===== src/rtl/pipeline_stall_controller_pkg.sv =====
// Shared definitions for the pipeline stall controller: FSM encodings and core opcodes.
package pipeline_stall_controller_pkg;

  typedef enum logic [1:0] {
    ST_RUN    = 2'd0,
    ST_DRAIN  = 2'd1,
    ST_HALTED = 2'd2
  } state_e;

  localparam logic [3:0] OP_ADD = 4'b0000;
  localparam logic [3:0] OP_SUB = 4'b0001;
  localparam logic [3:0] OP_LW  = 4'b1000;
  localparam logic [3:0] OP_SW  = 4'b1001;
  localparam logic [3:0] OP_B   = 4'b1100;
  localparam logic [3:0] OP_HLT = 4'b1111;

endpackage


===== src/rtl/pipeline_stall_controller_if.sv =====
// Hazard requests in, pipeline-register enables/flushes and statistics out.
interface pipeline_stall_controller_if #(
  parameter int CNT_W = 16
);

  logic             l2u_stall;
  logic             control_stall;
  logic             if_id_flush_req;
  logic             hlt_id;
  logic             mem_wb_hlt;
  logic             pc_wen;
  logic             if_id_wen;
  logic             if_id_flush;
  logic             id_ex_flush;
  logic             ex_mem_wen;
  logic             mem_wb_wen;
  logic             halted;
  logic             stall_timeout;
  logic [CNT_W-1:0] stall_cnt;
  logic [CNT_W-1:0] flush_cnt;
  logic [1:0]       state;

  modport master (
    output l2u_stall, control_stall, if_id_flush_req, hlt_id, mem_wb_hlt,
    input  pc_wen, if_id_wen, if_id_flush, id_ex_flush, ex_mem_wen, mem_wb_wen,
    input  halted, stall_timeout, stall_cnt, flush_cnt, state
  );

  modport slave (
    input  l2u_stall, control_stall, if_id_flush_req, hlt_id, mem_wb_hlt,
    output pc_wen, if_id_wen, if_id_flush, id_ex_flush, ex_mem_wen, mem_wb_wen,
    output halted, stall_timeout, stall_cnt, flush_cnt, state
  );

endinterface


===== src/rtl/pipeline_stall_controller_sat_counter.sv =====
// Saturating up-counter with synchronous clear; holds at all-ones instead of wrapping.
module sat_counter #(
  parameter int W = 16
) (
  input  logic         clk,
  input  logic         rst,
  input  logic         inc,
  input  logic         clr,
  output logic [W-1:0] cnt
);

  always_ff @(posedge clk or posedge rst) begin
    if (rst) begin
      cnt <= '0;
    end else if (clr) begin
      cnt <= '0;
    end else if (inc && (cnt != {W{1'b1}})) begin
      cnt <= cnt + W'(1);
    end
  end

endmodule


===== src/rtl/pipeline_stall_controller.sv =====
// Turns ID-stage hazard requests into pipeline register enables/flushes, sequences
// the HLT drain, and keeps saturating stall/flush statistics plus a stall watchdog.
module pipeline_stall_controller
  import pipeline_stall_controller_pkg::*;
#(
  parameter int CNT_W     = 16,
  parameter int MAX_STALL = 8
) (
  input  logic                        clk,
  input  logic                        rst,
  pipeline_stall_controller_if.slave  bus
);

  state_e           state_q;
  state_e           state_d;
  logic             stall_req;
  logic             stall_run;
  logic             flush_run;
  logic             timeout_q;
  logic [CNT_W-1:0] stall_cnt;
  logic [CNT_W-1:0] flush_cnt;
  logic [CNT_W-1:0] consec_cnt;

  assign stall_req = bus.l2u_stall | bus.control_stall;
  assign stall_run = (state_q == ST_RUN) & stall_req;
  // A branch flush is only honoured once the stall that guards it has cleared.
  assign flush_run = (state_q == ST_RUN) & ~stall_req & bus.if_id_flush_req;

  always_ff @(posedge clk or posedge rst) begin
    if (rst) begin
      state_q <= ST_RUN;
    end else begin
      state_q <= state_d;
    end
  end

  always_comb begin
    state_d         = state_q;
    bus.pc_wen      = 1'b1;
    bus.if_id_wen   = 1'b1;
    bus.if_id_flush = 1'b0;
    bus.id_ex_flush = 1'b0;
    bus.ex_mem_wen  = 1'b1;
    bus.mem_wb_wen  = 1'b1;
    bus.halted      = 1'b0;
    case (state_q)
      ST_RUN: begin
        if (stall_req) begin
          bus.pc_wen      = 1'b0;
          bus.if_id_wen   = 1'b0;
          bus.id_ex_flush = 1'b1;
        end else if (bus.if_id_flush_req) begin
          bus.if_id_flush = 1'b1;
        end else if (bus.hlt_id) begin
          // HLT moves on into ID/EX; fetch stops and IF is squashed behind it.
          bus.pc_wen      = 1'b0;
          bus.if_id_flush = 1'b1;
          state_d         = ST_DRAIN;
        end
      end
      ST_DRAIN: begin
        bus.pc_wen      = 1'b0;
        bus.if_id_flush = 1'b1;
        bus.id_ex_flush = 1'b1;
        if (bus.mem_wb_hlt) begin
          state_d = ST_HALTED;
        end
      end
      ST_HALTED: begin
        bus.pc_wen     = 1'b0;
        bus.if_id_wen  = 1'b0;
        bus.ex_mem_wen = 1'b0;
        bus.mem_wb_wen = 1'b0;
        bus.halted     = 1'b1;
      end
      default: begin
        state_d = ST_RUN;
      end
    endcase
  end

  sat_counter #(.W(CNT_W)) u_stall_cnt (
    .clk (clk),
    .rst (rst),
    .inc (stall_run),
    .clr (1'b0),
    .cnt (stall_cnt)
  );

  sat_counter #(.W(CNT_W)) u_flush_cnt (
    .clk (clk),
    .rst (rst),
    .inc (flush_run),
    .clr (1'b0),
    .cnt (flush_cnt)
  );

  sat_counter #(.W(CNT_W)) u_consec_cnt (
    .clk (clk),
    .rst (rst),
    .inc (stall_run),
    .clr (~stall_run),
    .cnt (consec_cnt)
  );

  // Set on the edge where the consecutive count steps up to MAX_STALL.
  always_ff @(posedge clk or posedge rst) begin
    if (rst) begin
      timeout_q <= 1'b0;
    end else if (stall_run && (consec_cnt >= CNT_W'(MAX_STALL - 1))) begin
      timeout_q <= 1'b1;
    end
  end

  assign bus.stall_timeout = timeout_q;
  assign bus.stall_cnt     = stall_cnt;
  assign bus.flush_cnt     = flush_cnt;
  assign bus.state         = state_q;

endmodule


===== src/flat_wrapper.sv =====
// flat-port wrapper written by rule: the top's interface ports become plain ports
module pipeline_stall_controller_flat import pipeline_stall_controller_pkg::*;
#(
  parameter int CNT_W     = 16,
  parameter int MAX_STALL = 8
)
  (clk, rst, bus_l2u_stall, bus_control_stall, bus_if_id_flush_req, bus_hlt_id, bus_mem_wb_hlt, bus_pc_wen, bus_if_id_wen, bus_if_id_flush, bus_id_ex_flush, bus_ex_mem_wen, bus_mem_wb_wen, bus_halted, bus_stall_timeout, bus_stall_cnt, bus_flush_cnt, bus_state);
  pipeline_stall_controller_if #(.CNT_W(CNT_W)) bus_i ();
  input  logic clk;
  input  logic rst;
  input wire logic [$bits(bus_i.l2u_stall)-1:0] bus_l2u_stall;
  input wire logic [$bits(bus_i.control_stall)-1:0] bus_control_stall;
  input wire logic [$bits(bus_i.if_id_flush_req)-1:0] bus_if_id_flush_req;
  input wire logic [$bits(bus_i.hlt_id)-1:0] bus_hlt_id;
  input wire logic [$bits(bus_i.mem_wb_hlt)-1:0] bus_mem_wb_hlt;
  output wire logic [$bits(bus_i.pc_wen)-1:0] bus_pc_wen;
  output wire logic [$bits(bus_i.if_id_wen)-1:0] bus_if_id_wen;
  output wire logic [$bits(bus_i.if_id_flush)-1:0] bus_if_id_flush;
  output wire logic [$bits(bus_i.id_ex_flush)-1:0] bus_id_ex_flush;
  output wire logic [$bits(bus_i.ex_mem_wen)-1:0] bus_ex_mem_wen;
  output wire logic [$bits(bus_i.mem_wb_wen)-1:0] bus_mem_wb_wen;
  output wire logic [$bits(bus_i.halted)-1:0] bus_halted;
  output wire logic [$bits(bus_i.stall_timeout)-1:0] bus_stall_timeout;
  output wire logic [$bits(bus_i.stall_cnt)-1:0] bus_stall_cnt;
  output wire logic [$bits(bus_i.flush_cnt)-1:0] bus_flush_cnt;
  output wire logic [$bits(bus_i.state)-1:0] bus_state;
  assign bus_i.l2u_stall = bus_l2u_stall;
  assign bus_i.control_stall = bus_control_stall;
  assign bus_i.if_id_flush_req = bus_if_id_flush_req;
  assign bus_i.hlt_id = bus_hlt_id;
  assign bus_i.mem_wb_hlt = bus_mem_wb_hlt;
  assign bus_pc_wen = bus_i.pc_wen;
  assign bus_if_id_wen = bus_i.if_id_wen;
  assign bus_if_id_flush = bus_i.if_id_flush;
  assign bus_id_ex_flush = bus_i.id_ex_flush;
  assign bus_ex_mem_wen = bus_i.ex_mem_wen;
  assign bus_mem_wb_wen = bus_i.mem_wb_wen;
  assign bus_halted = bus_i.halted;
  assign bus_stall_timeout = bus_i.stall_timeout;
  assign bus_stall_cnt = bus_i.stall_cnt;
  assign bus_flush_cnt = bus_i.flush_cnt;
  assign bus_state = bus_i.state;
  pipeline_stall_controller #(.CNT_W(CNT_W), .MAX_STALL(MAX_STALL)) u_core (.clk(clk), .rst(rst), .bus(bus_i));
endmodule

===== config.mk =====
export PLATFORM = sky130hd
export DESIGN_NAME = pipeline_stall_controller_flat
export DESIGN_NICKNAME = d
export VERILOG_FILES = /design/src/rtl/pipeline_stall_controller_pkg.sv /design/src/rtl/pipeline_stall_controller_if.sv /design/src/rtl/pipeline_stall_controller_sat_counter.sv /design/src/rtl/pipeline_stall_controller.sv /design/src/flat_wrapper.sv
export SDC_FILE = /design/constraint.sdc
export NUM_CORES = 1
export LEC_CHECK = 0
export BUFFER_PORTS_ARGS = -buffer_cell sky130_fd_sc_hd__buf_2
export CAP_MARGIN = 25
export CORE_MARGIN = 2
export CORE_UTILIZATION = 40
export CTS_CLUSTER_DIAMETER = 50
export CTS_CLUSTER_SIZE = 24
export DETAILED_ROUTE_END_ITERATION = 8
export PLACE_DENSITY = 0.68
export SYNTH_ARGS = -nofsm -noshare
export SYNTH_HDL_FRONTEND = slang
export SYNTH_HIERARCHICAL = 1
export SYNTH_SLANG_ARGS = --single-unit

===== constraint.sdc =====
create_clock -name clk -period 2.45 [get_ports clk]
set_input_delay 0.49 -clock clk [delete_from_list [all_inputs] [get_ports clk]]
set_output_delay 0.49 -clock clk [all_outputs]
set_load 0.03 [all_outputs]

Yosys cells after proc, flatten, opt, wreduce, memory -nomap -nowiden
Index checks and enable logic that the tools add are counted.

word-level totals
  register bits after elaboration = 51
  input bits = 7
  output and inout bits = 42
  logic and storage cells = 53

operators by class
  $add $sub $neg = 3
  order comparisons = 1
  equal/unequal tests = 10
  multiplexer cells = 21
  bitwise gates (word level) = 6
  reduce and logical (&&, ||, !) cells = 7

operators with widths
  operator               number
  $add 16x1->16 const B  3
  $ne 16x16->1 const B   3
  $mux 16                2
  $ge 16x3->1 const B    1
  $mux 1                 10
  $ne 2x2->1 const B     5
  $mux 2                 4
  $pmux 1 s2             4
  $pmux 2 s3             1
  $reduce_and 5->1       1
  $logic_and 1x1->1      4
  $and 1x1->1            3
  $eq 2x1->1 const B     1
  $eq 2x2->1 const B     1
  $logic_not 2->1        1
  $not 1->1              2
  $reduce_or 2->1        1
  $or 1x1->1             1

Longest topological paths before layout
Gate-level depths: netlist (run 1).

  depth after elaboration = 5
  gate-level depth with buffers = 9
  gate-level depth less buffers = 8

By module
The synthesis (run 1) kept the hierarchy.

modules (own cells, without submodules)
  module                     times used  cells each  area an instance (µm²)  seq. area each (µm²)
  sat_counter                3           101         932.1                   400.4
  pipeline_stall_controller  1           36          317.8                   75.1

Worst setup path after synthesis (run 1)
Ideal clock, no wire load.

  path kind = reg2reg
  from = register u_core.state_q[1] (netlist: u_core/bus.state[1])
  to = register u_core.u_stall_cnt.cnt[13]
  library setup time = 0.077 ns
  arrival time = 2.457 ns
  data required time = 2.373 ns
  slack = -0.084 ns
  cell stages (with the launch flop) = 10
  buffers on the path = 1
  clock period less this slack = 2.534 ns
  path through = dfrtp_1 > inv_1 > ha_1 > o21ai_4 > inv_2 > clkbuf_2 > nand3_1 > or4_4 > or4_1 > a21oi_1

between the ends
  word-level cells in the longest chain between the ends = 3

RTL lines
  element                     RTL line                                     source
  start, declared             pipeline_stall_controller.sv:14              state_e state_q;
  start signal, assigned      pipeline_stall_controller.sv:33              state_q <= state_d;
  $logic_not 2->1             pipeline_stall_controller.sv:25              assign stall_run = (state_q == ST_RUN) & stall_req;
  $and 1x1->1                 pipeline_stall_controller.sv:25
  named net u_core.stall_run  pipeline_stall_controller.sv:17              logic stall_run;
  $logic_and 1x1->1           pipeline_stall_controller_sat_counter.sv:17  end else if (inc && (cnt != {W{1'b1}})) begin
  end signal, assigned        pipeline_stall_controller_sat_counter.sv:18  cnt <= cnt + W'(1);
  end, declared               pipeline_stall_controller_sat_counter.sv:9   output logic [W-1:0] cnt

The timed path passes the listed nets, and every way through them passes these cells.
A chain may end at the register's enable or synchronous reset.

Final worst setup path (run 1)
  from = register u_core.state_q[1] (netlist: u_core/bus.state[1])
  to = register u_core.u_consec_cnt.cnt[13]

between the ends
  word-level cells in the longest chain between the ends = 4
  elaborated cells between the ends (all ways) = 5
  classes of those cells = eq/ne (1); mux (1); bitwise (1); reduce/logical (2)

RTL lines
  element                      RTL line
  $logic_not 2->1 (*)          pipeline_stall_controller.sv:25
  $and 1x1->1 (*)              pipeline_stall_controller.sv:25
  named net u_core.stall_run   pipeline_stall_controller.sv:17
  $logic_and 1x1->1            pipeline_stall_controller_sat_counter.sv:17
  $ne 2x2->1 (no source line)  --
  end signal, assigned         pipeline_stall_controller_sat_counter.sv:18
  end, declared                pipeline_stall_controller_sat_counter.sv:9

Mark *: on every way through the listed nets, which the timed path passes. The rest lies on a longest branch.

==> PnR_summary.wiki, run 1 <==
{| class="wikitable"
! Metric !! Value
|-
| Switching power as a share of total power || around 38%
|-
| Unrepaired setup endpoints after global routing || no
|-
| Total negative setup slack || 0 ns
|-
| I/O Buffers || between 40 and 50
|-
| Antenna diode instance count || 0
|-
| Gp weighted congestion || about 0.86
|-
| Count of standard-cell rows || 32
|-
| Setup Skew || approximately 0.015 ns
|-
| Hold violation total from the final report || 0
|-
| Ys flop type || sky130_fd_sc_hd__dfrtp_1
|-
| Starting DRT DRC Count || around 180
|-
| Register area share after synthesis || a little over 40%
|-
| Dominant cell by count in the synthesized netlist || sky130_fd_sc_hd__dfrtp_1
|-
| Max-slew violation count || 0
|-
| Post-layout minimum cycle time || 2.30 ns
|-
| Power spent charging and discharging nets || 0.000799 W
|-
| Commonest cells in the synthesized netlist || sky130_fd_sc_hd__dfrtp_1, sky130_fd_sc_hd__a21oi_1, sky130_fd_sc_hd__nand3_1
|-
| DRT antenna net count || 0
|-
| Cell family with most CP delay || simple AND/OR/NAND/NOR gates
|-
| First-pass GRT wire length || roughly 13000 µm
|-
| Rel. slew slack || between 50 and 60%
|-
| Synthesized netlist cell count || between 300 and 400
|-
| Most area-consuming cells after synthesis || sky130_fd_sc_hd__dfrtp_1, sky130_fd_sc_hd__a21oi_1, sky130_fd_sc_hd__or4_1
|-
| Slew at the pin with the worst max-slew slack || approximately 0.67 ns
|-
| Inserted Clock Buffers || 5
|-
| Via Count || approximately 2900
|-
| Initial cell density of the core || 40.7%
|-
| Category of the worst setup path capture point || register
|-
| Worst path arrival time || around 2.5 ns
|-
| Path category of the worst min-delay check || primary input to asynchronous set/reset pin
|-
| Clock slew at reported path FFs || about 0.090 ns
|-
| Residual DRC count || 0
|-
| Class of the most critical setup path || register to register
|-
| Async SR Flop Fraction || 100%
|-
| Reported max-cap violation count || 0
|-
| Area of the die || roughly 8500 µm²
|-
| Maximum ir drop on the vdd rail || 0.235 mV
|-
| Mean routed wirelength per cell || roughly 15 µm
|-
| Fraction of final layout cells with drive strength greater than 1 || 22.4%
|-
| Final nets || 405
|-
| Clock Sink Count || roughly 50
|-
| Power per Cell Area || between 500 and 600 nW/µm²
|-
| Max Root-Sink Buffers || 2
|-
| Post-CTS Hold Buffers || 0
|-
| Comb power frac || between 30% and 40%
|-
| Internal cell power || around 0.0013 W
|-
| Post-cts gate resize count || 0
|-
| Number of antenna violations at the first check in global routing || 0
|-
| Non-Filler Cell Area, Final || approximately 3600 µm²
|-
| Wirelength, routed || ~7500 µm
|-
| Maximum net fanout on the critical path || 8
|-
| Area added between synthesis and finish || 14.3%
|-
| Proportion of netlist area held by the largest area contributor || approximately two fifths
|-
| Detailed placement HPWL || between 5000 and 6000 µm
|-
| Post-route fraction of the period consumed by the critical path || approximately 94%
|-
| Setup-failing EPs final || 0
|-
| Area of the core || between 7000 and 8000 µm²
|-
| Total Routing Usage GR || a little under a fifth
|-
| Run status || completed
|-
| Data required, critical path || between 2 and 3 ns
|-
| Count of different cell masters after synthesis || 39
|-
| Number of warnings printed during yosys synthesis || 6
|-
| Buffers and inverters on the worst path || 2
|-
| Skew-Pair Late Insertion Delay || ~0.31 ns
|-
| Cell taking the most area after synthesis || sky130_fd_sc_hd__dfrtp_1
|-
| Post-synth EDFFs || 0
|-
| Vert. Die Dim || between 90 and 100 µm
|-
| Relative contribution of sequential cells to total power || 45.1%
|-
| Horiz. Die Dim || between 90 and 100 µm
|-
| Post-Syn Area || roughly 3100 µm²
|-
| 1st-pass router iterations || 4
|-
| Number of buffers inserted by post-CTS setup repair || 0
|-
| Worst path depth || 8
|-
| Slowest library cell on the worst path || sky130_fd_sc_hd__or4_4
|-
| Number of vias per cell after detailed routing || between 5 and 6
|-
| Via count of the first global-routing pass || about 2700
|-
| Maximum number of pins on one net before global-route repair || 22
|-
| R2r worst-path depth || 8
|-
| Ordered cell list for the critical path || inv_1, ha_2, o21ai_4, inv_2, nand3_1, or4_4, or4_1, a21oi_1
|-
| Number of top-level pins || 49
|-
| Fmax achieved || ~0.43 GHz
|-
| Syn_area_per_cell || between 9 and 10 µm²
|-
| Static Leakage || 1.46 nW
|-
| Congestion Overflow GR || 0
|-
| Clock network fraction of total power || between 20% and 30%
|-
| CTS tree || built
|-
| Number of flip-flops and latches in the synthesized netlist || about 50
|-
| Slowest Stage Delay on Critical Path || approximately 0.47 ns
|-
| Max H-tree Level || 2
|-
| Critical Path Source Type || register
|-
| Cell at the root of the clock tree || sky130_fd_sc_hd__clkbuf_8
|-
| Area post-placement || 3480 µm²
|}
placed cells by master (no fill, tap or decap), types with 3 or more instances in the layout:
cell                       count
sky130_fd_sc_hd__and4_1        3
sky130_fd_sc_hd__clkbuf_8      5
sky130_fd_sc_hd__or4_2         3
sky130_fd_sc_hd__a21oi_1      36
sky130_fd_sc_hd__ha_1          6
sky130_fd_sc_hd__nand3_1      22
sky130_fd_sc_hd__inv_1        13
sky130_fd_sc_hd__nand2b_1      9
sky130_fd_sc_hd__o31ai_1      15
sky130_fd_sc_hd__or3_2         3
sky130_fd_sc_hd__nor4_1       13
sky130_fd_sc_hd__o21ai_0      16
sky130_fd_sc_hd__buf_2        48
sky130_fd_sc_hd__dfrtp_1      49
sky130_fd_sc_hd__buf_4         9
sky130_fd_sc_hd__mux2_2        6
sky130_fd_sc_hd__nor2_1       11
sky130_fd_sc_hd__a31oi_1       3
sky130_fd_sc_hd__nand4_4       3
sky130_fd_sc_hd__nor2b_1      10
sky130_fd_sc_hd__nand4_1      13
sky130_fd_sc_hd__or3_1        18
sky130_fd_sc_hd__nand2_1      18
sky130_fd_sc_hd__nor3_1       12
sky130_fd_sc_hd__mux2i_1       3
sky130_fd_sc_hd__or4_4         3
sky130_fd_sc_hd__or4_1        18
sky130_fd_sc_hd__o41ai_1       6
final cells by class:
class / count / area, µm²
Inverter: 14 / 52.6
Sequential cell: 51 / 1280
Clock buffer: 6 / 72.6
Timing Repair Buffer: 57 / 308
Clock inverter: 2 / 12.5
Fill cell: 760 / 4090
Tap cell: 102 / 128
Multi-Input combinational cell: 262 / 1710
through the flow:
stage / hold slack, ns / std cells / setup slack (ns) / total power [W] / util, %
final: 0.0818 / 494 / 0.146 / 0.00212 / 46.6
after global routing: 0.0816 / 494 / 0.0258 / 0.00226 / 46.6
after CTS: 0.0732 / 494 / 0.143 / 0.00214 / 46.6
after detailed placement: 0.414 / 486 / 0.172 / 0.00165 / 45.5
after global placement: 0.415 / 486 / 0.265 / 0.00164 / 45.5
after floorplan: 0.244 / 340 / 0.0398 / 0.00147 / -
worst paths after layout:
| kind | to | start | slack [ns] |
|---|---|---|---|
| hold / removal | u_core/bus.state[1]$_DFFE_PP0P_ | rst | 0.08 |
| setup / recovery | u_core/u_consec_cnt/cnt[13]$_DFFE_PP0P_ | u_core/bus.state[1]$_DFFE_PP0P_ | 0.15 |
| min in group clk | u_core/bus.state[1]$_DFFE_PP0P_ | u_core/bus.state[1]$_DFFE_PP0P_ | 0.54 |
| setup reg to reg | u_core/u_consec_cnt/cnt[13]$_DFFE_PP0P_ | u_core/bus.state[1]$_DFFE_PP0P_ | 0.15 |
| hold reg to reg | u_core/bus.state[1]$_DFFE_PP0P_ | u_core/bus.state[1]$_DFFE_PP0P_ | 0.54 |
| max in group asynchronous | u_core/u_consec_cnt/cnt[3]$_DFFE_PP0P_ | rst | 1.74 |
worst register-to-register path, delay by kind of cell (launching register included):
kind | cells | cell delay, ns
compound gates | 2 | 0.25
fa+ha+maj | 1 | 0.30
buf+inv | 2 | 0.25
flops | 1 | 0.43
simple gates | 3 | 1.01
sequential cells by signal, summed over array words and instances, names as in the netlist:
register / flops
u_core/bus.state: 2
u_core/bus.stall_timeout: 1
u_core/u_stall_cnt/cnt: 16
u_core/u_flush_cnt/cnt: 16
u_core/u_consec_cnt/cnt: 16
power groups by stage:
stage          sequential (W)  clock (W)  combinational, W
2_1_floorplan         0.00101          0          0.000458
3_3_place_gp         0.000966          0          0.000675
3_5_place_dp         0.000971          0          0.000682
4_1_cts              0.000955   0.000506          0.000683
5_1_grt              0.000968   0.000541          0.000748
6_report             0.000955   0.000483          0.000680
routing by layer:
layer	global-route usage [%]	up-vias	routed length, µm
li1	-	1414	-
met2	30.4	65	3630
met3	3.45	15	317
met5	0	-	0
met1	24.0	1384	3380
met4	5.72	0	133
logic make-up after synthesis:
kind of cell / after synthesis / synth area share (%)
DFF: 51 / 41.0
adders and majority gates: 7 / 2.81
and+or+nand+nor: 161 / 31.9
other: 1 / 0.120
buffers and inverters: 27 / 4.34
AOI/OAI and AO/OA: 82 / 16.4
muxes: 10 / 3.50
Power figures use the tool's default switching activity.
==> run 2: changes to the inputs <==
ABC_AREA = 1   (was unset)
PLACE_DENSITY = 0.67   (was 0.68)
==> run 2 against run 1 <==
- first-iteration DRC count shrank 34%
- highest routed layer unchanged
- clock skew shrank 0.0045 ns
- critical endpoint is now u_core/u_consec_cnt/cnt[8]$_DFFE_PP0P_
- final cell count up 41%
- sequential power fell by 3.2%
- synthesized cell count rose by 57%
- flip-flop and latch count unchanged
==> PnR_summary.wiki, run 2 <==
{| class="wikitable"
! Metric !! Value
|-
| Run status || completed
|-
| Initial cell density of the core || between 40% and 50%
|-
| Top layer used by detailed routing || met4
|-
| Post-CTS Hold Buffers || 0
|-
| Post-Syn Area || around 3600 µm²
|-
| End of the critical path || u_core/u_consec_cnt/cnt[8]$_DFFE_PP0P_
|-
| Rel. slew slack || a little under three fifths
|-
| Reported max-cap violation count || 0
|-
| DRT antenna net count || 0
|-
| Max-slew violation count || 0
|-
| Source of the critical timing path || u_core/bus.state[1]$_DFFE_PP0P_
|-
| Number of vias per cell after detailed routing || 4.86
|-
| Cell at the root of the clock tree || sky130_fd_sc_hd__clkbuf_8
|-
| Largest registers in the final layout || u_core/u_consec_cnt/cnt: 16 flops, u_core/u_flush_cnt/cnt: 16 flops, u_core/u_stall_cnt/cnt: 16 flops
|-
| Final cell count without fillers || about 700
|-
| Inserted Clock Buffers || 5
|-
| Count of standard-cell rows || 34
|-
| I/O Buffers || between 40 and 50
|-
| Path category of the worst min-delay check || primary input to asynchronous set/reset pin
|-
| Wirelength, routed || a little over 8000 µm
|-
| Final hold slack || around 0.07 ns
|-
| Area of the core || between 8000 and 9000 µm²
|-
| Most area-consuming cells after synthesis || sky130_fd_sc_hd__dfrtp_1, sky130_fd_sc_hd__nand2_1, sky130_fd_sc_hd__inv_1
|-
| Horiz. Die Dim || approximately 99 µm
|-
| Origin of the critical flop-to-flop path || u_core/bus.state[1]$_DFFE_PP0P_
|-
| Mean routed wirelength per cell || 11.8 µm
|-
| Setup Skew || between 0.01 and 0.015 ns
|-
| Gp weighted congestion || a little over 0.8
|-
| Fmax achieved || approximately 0.47 GHz
|-
| Capturing point of the worst reg2reg path || u_core/u_consec_cnt/cnt[8]$_DFFE_PP0P_
|-
| Post-synth EDFFs || 0
|-
| Number of buffers inserted by post-CTS setup repair || 0
|-
| Clock Sink Count || 51
|-
| Critical Path Source Type || register
|-
| Congestion Overflow GR || 0
|-
| Worst path arrival time || 2.32 ns
|-
| Antenna diode instance count || 0
|-
| Via count of the first global-routing pass || roughly 3200
|-
| Fraction of final layout cells with drive strength greater than 1 || 15.3%
|-
| Maximum number of pins on one net before global-route repair || 17
|-
| Minimum setup slack among reg-to-reg paths || roughly 0.34 ns
|-
| Residual DRC count || 0
|-
| Detailed placement HPWL || 6190 µm
|-
| Synthesized netlist cell count || between 500 and 600
|-
| Post-layout minimum cycle time || 2.11 ns
|-
| Max Root-Sink Buffers || 2
|-
| Area of the die || around 9700 µm²
|-
| Skew-Pair Late Insertion Delay || roughly 0.3 ns
|-
| Wire length on met3 || between 300 and 400 µm
|-
| Via Count || 3391
|-
| Non-Filler Cell Area, Final || just over 4000 µm²
|-
| Register area share after synthesis || a little over a third
|-
| Number of antenna violations at the first check in global routing || 0
|-
| Maximum ir drop on the vdd rail || a little under 0.3 mV
|-
| Placed cell count || approximately 700
|-
| Syn_area_per_cell || 6.72 µm²
|-
| Most frequent standard cell in the layout excluding fill and tap cells || sky130_fd_sc_hd__nand2_1
|-
| Sequential standard cell area || about 1300 µm²
|-
| Unrepaired setup endpoints after global routing || no
|-
| Max H-tree Level || 2
|-
| Cell taking the most area after synthesis || sky130_fd_sc_hd__dfrtp_1
|-
| Most frequent cells in the layout || sky130_fd_sc_hd__nand2_1, sky130_fd_sc_hd__inv_1, sky130_fd_sc_hd__nor2_1, sky130_fd_sc_hd__dfrtp_1, sky130_fd_sc_hd__buf_2
|-
| Post-route fraction of the period consumed by the critical path || between 80% and 90%
|-
| Proportion of netlist area held by the largest area contributor || 35.6%
|-
| R2r worst-path depth || 10
|-
| Static Leakage || approximately 2.3 nW
|-
| Area post-placement || 3950 µm²
|-
| Area added between synthesis and finish || 13.4%
|-
| First-pass GRT wire length || roughly 14000 µm
|-
| 1st-pass router iterations || 4
|-
| Total negative setup slack || 0 ns
|-
| Category of the worst setup path capture point || register
|-
| Maximum net fanout on the critical path || 8
|-
| Routed wl met2 || slightly below 4000 µm
|-
| Vert. Die Dim || approximately 100 µm
|-
| Starting DRT DRC Count || approximately 120
|-
| Count of different cell masters after synthesis || 28
|-
| Total Routing Usage GR || between 10% and 20%
|-
| Slew at the pin with the worst max-slew slack || between 0.6 and 0.7 ns
|-
| Commonest cells in the synthesized netlist || sky130_fd_sc_hd__nand2_1, sky130_fd_sc_hd__inv_1, sky130_fd_sc_hd__nor2_1
|-
| Post-cts gate resize count || 0
|-
| Setup-failing EPs final || 0
|-
| CTS tree || built
|-
| Number of top-level pins || 49
|-
| Total area of multi-input combinational cells || 2010 µm²
|-
| Data required, critical path || 2.66 ns
|-
| Async SR Flop Fraction || 100%
|-
| Dominant cell by count in the synthesized netlist || sky130_fd_sc_hd__nand2_1
|-
| Class of the most critical setup path || register to register
|-
| Ys flop type || sky130_fd_sc_hd__dfrtp_1
|-
| Number of flip-flops and latches in the synthesized netlist || 51
|-
| Met1 WL || a little under 4000 µm
|-
| Power per Cell Area || between 500 and 600 nW/µm²
|-
| Clock slew at reported path FFs || approximately 0.10 ns
|-
| Number of filler instances in the final layout || just under 900
|-
| Number of warnings printed during yosys synthesis || 6
|-
| Hold violation total from the final report || 0
|-
| Final nets || between 600 and 700
|}
## run 2: cell types whose count changed in the layout (fill, tap and decap cells not counted), sizes merged, moves of 15 or more
cell,change
a21oi,-32
inv,+51
nand3,+17
or3,-21
nand4,+17
o31ai,-15
nor2,+66
nand2,+193
or4,-24
## run 2: final cells by class
| cell class | count | area share, % |
|---|---|---|
| inverters | 68 | 6.28 |
| well taps | 108 | 3.32 |
| clock buffers | 6 | 2.03 |
| flip-flops and latches | 51 | 31.4 |
| multi-input cells | 411 | 49.5 |
| clock inverters | 2 | 0.862 |
| repair buffers | 52 | 6.65 |
## run 2: logic make-up after synthesis
| group | count (synthesis) | synth area share [%] |
|---|---|---|
| AO/OA/AOI/OAI | 15 | 2.13 |
| XOR/XNOR | 12 | 2.93 |
| adder cells (fa/ha/maj) | 7 | 2.44 |
| buffers and inverters | 78 | 9.01 |
| flip-flops | 51 | 35.6 |
| other | 1 | 0.105 |
| AND/OR/NAND/NOR | 369 | 47.8 |
## run 2: worst min path at each step
stage / end / from / cells past startpoint
global placement: u_core/bus.stall_timeout$_DFFE_PP0P_ / rst / 2
finish: u_core/bus.stall_timeout$_DFFE_PP0P_ / rst / 2
detailed placement: u_core/bus.stall_timeout$_DFFE_PP0P_ / rst / 2
global route: u_core/bus.stall_timeout$_DFFE_PP0P_ / rst / 2
CTS: u_core/bus.stall_timeout$_DFFE_PP0P_ / rst / 2
floorplan: u_core/bus.stall_timeout$_DFFE_PP0P_ / rst / 1
## run 2: power by group
group	leakage (nW)	internal [W]	total, W	switching, W
logic	1.50	0.000217	0.000840	0.000623
registers	0.703	0.000878	0.000924	0.0000459
clock network	0.0612	0.000331	0.000621	0.000290
total	2.27	0.00143	0.00239	0.000959
## run 2: through the flow
step | setup WS [ns] | util, % | power, W
floorplan | 0.221 | - | 0.00158
global placement | 0.439 | 45.3 | 0.00177
detailed placement | 0.359 | 45.3 | 0.00178
CTS | 0.330 | 46.6 | 0.00241
global route | 0.144 | 46.6 | 0.00252
finish | 0.341 | 46.6 | 0.00239
## run 2: routing by layer
layer	GRT usage (%)	vias to the layer above
li1	-	1774
met5	0	-
met1	22.2	1548
met3	2.41	8
met4	4.32	0
met2	30.4	61
## run 2: critical path, stage by stage, from the launching register on
cell and delay, ns:
sky130_fd_sc_hd__dfrtp_1 0.42, sky130_fd_sc_hd__inv_1 0.12, sky130_fd_sc_hd__ha_1 0.28, sky130_fd_sc_hd__nand2_2 0.17
sky130_fd_sc_hd__inv_1 0.19, sky130_fd_sc_hd__inv_1 0.11, sky130_fd_sc_hd__nor2_2 0.36, sky130_fd_sc_hd__buf_4 0.23
sky130_fd_sc_hd__nand2_1 0.05, sky130_fd_sc_hd__nand2_1 0.05, sky130_fd_sc_hd__nor2_1 0.04
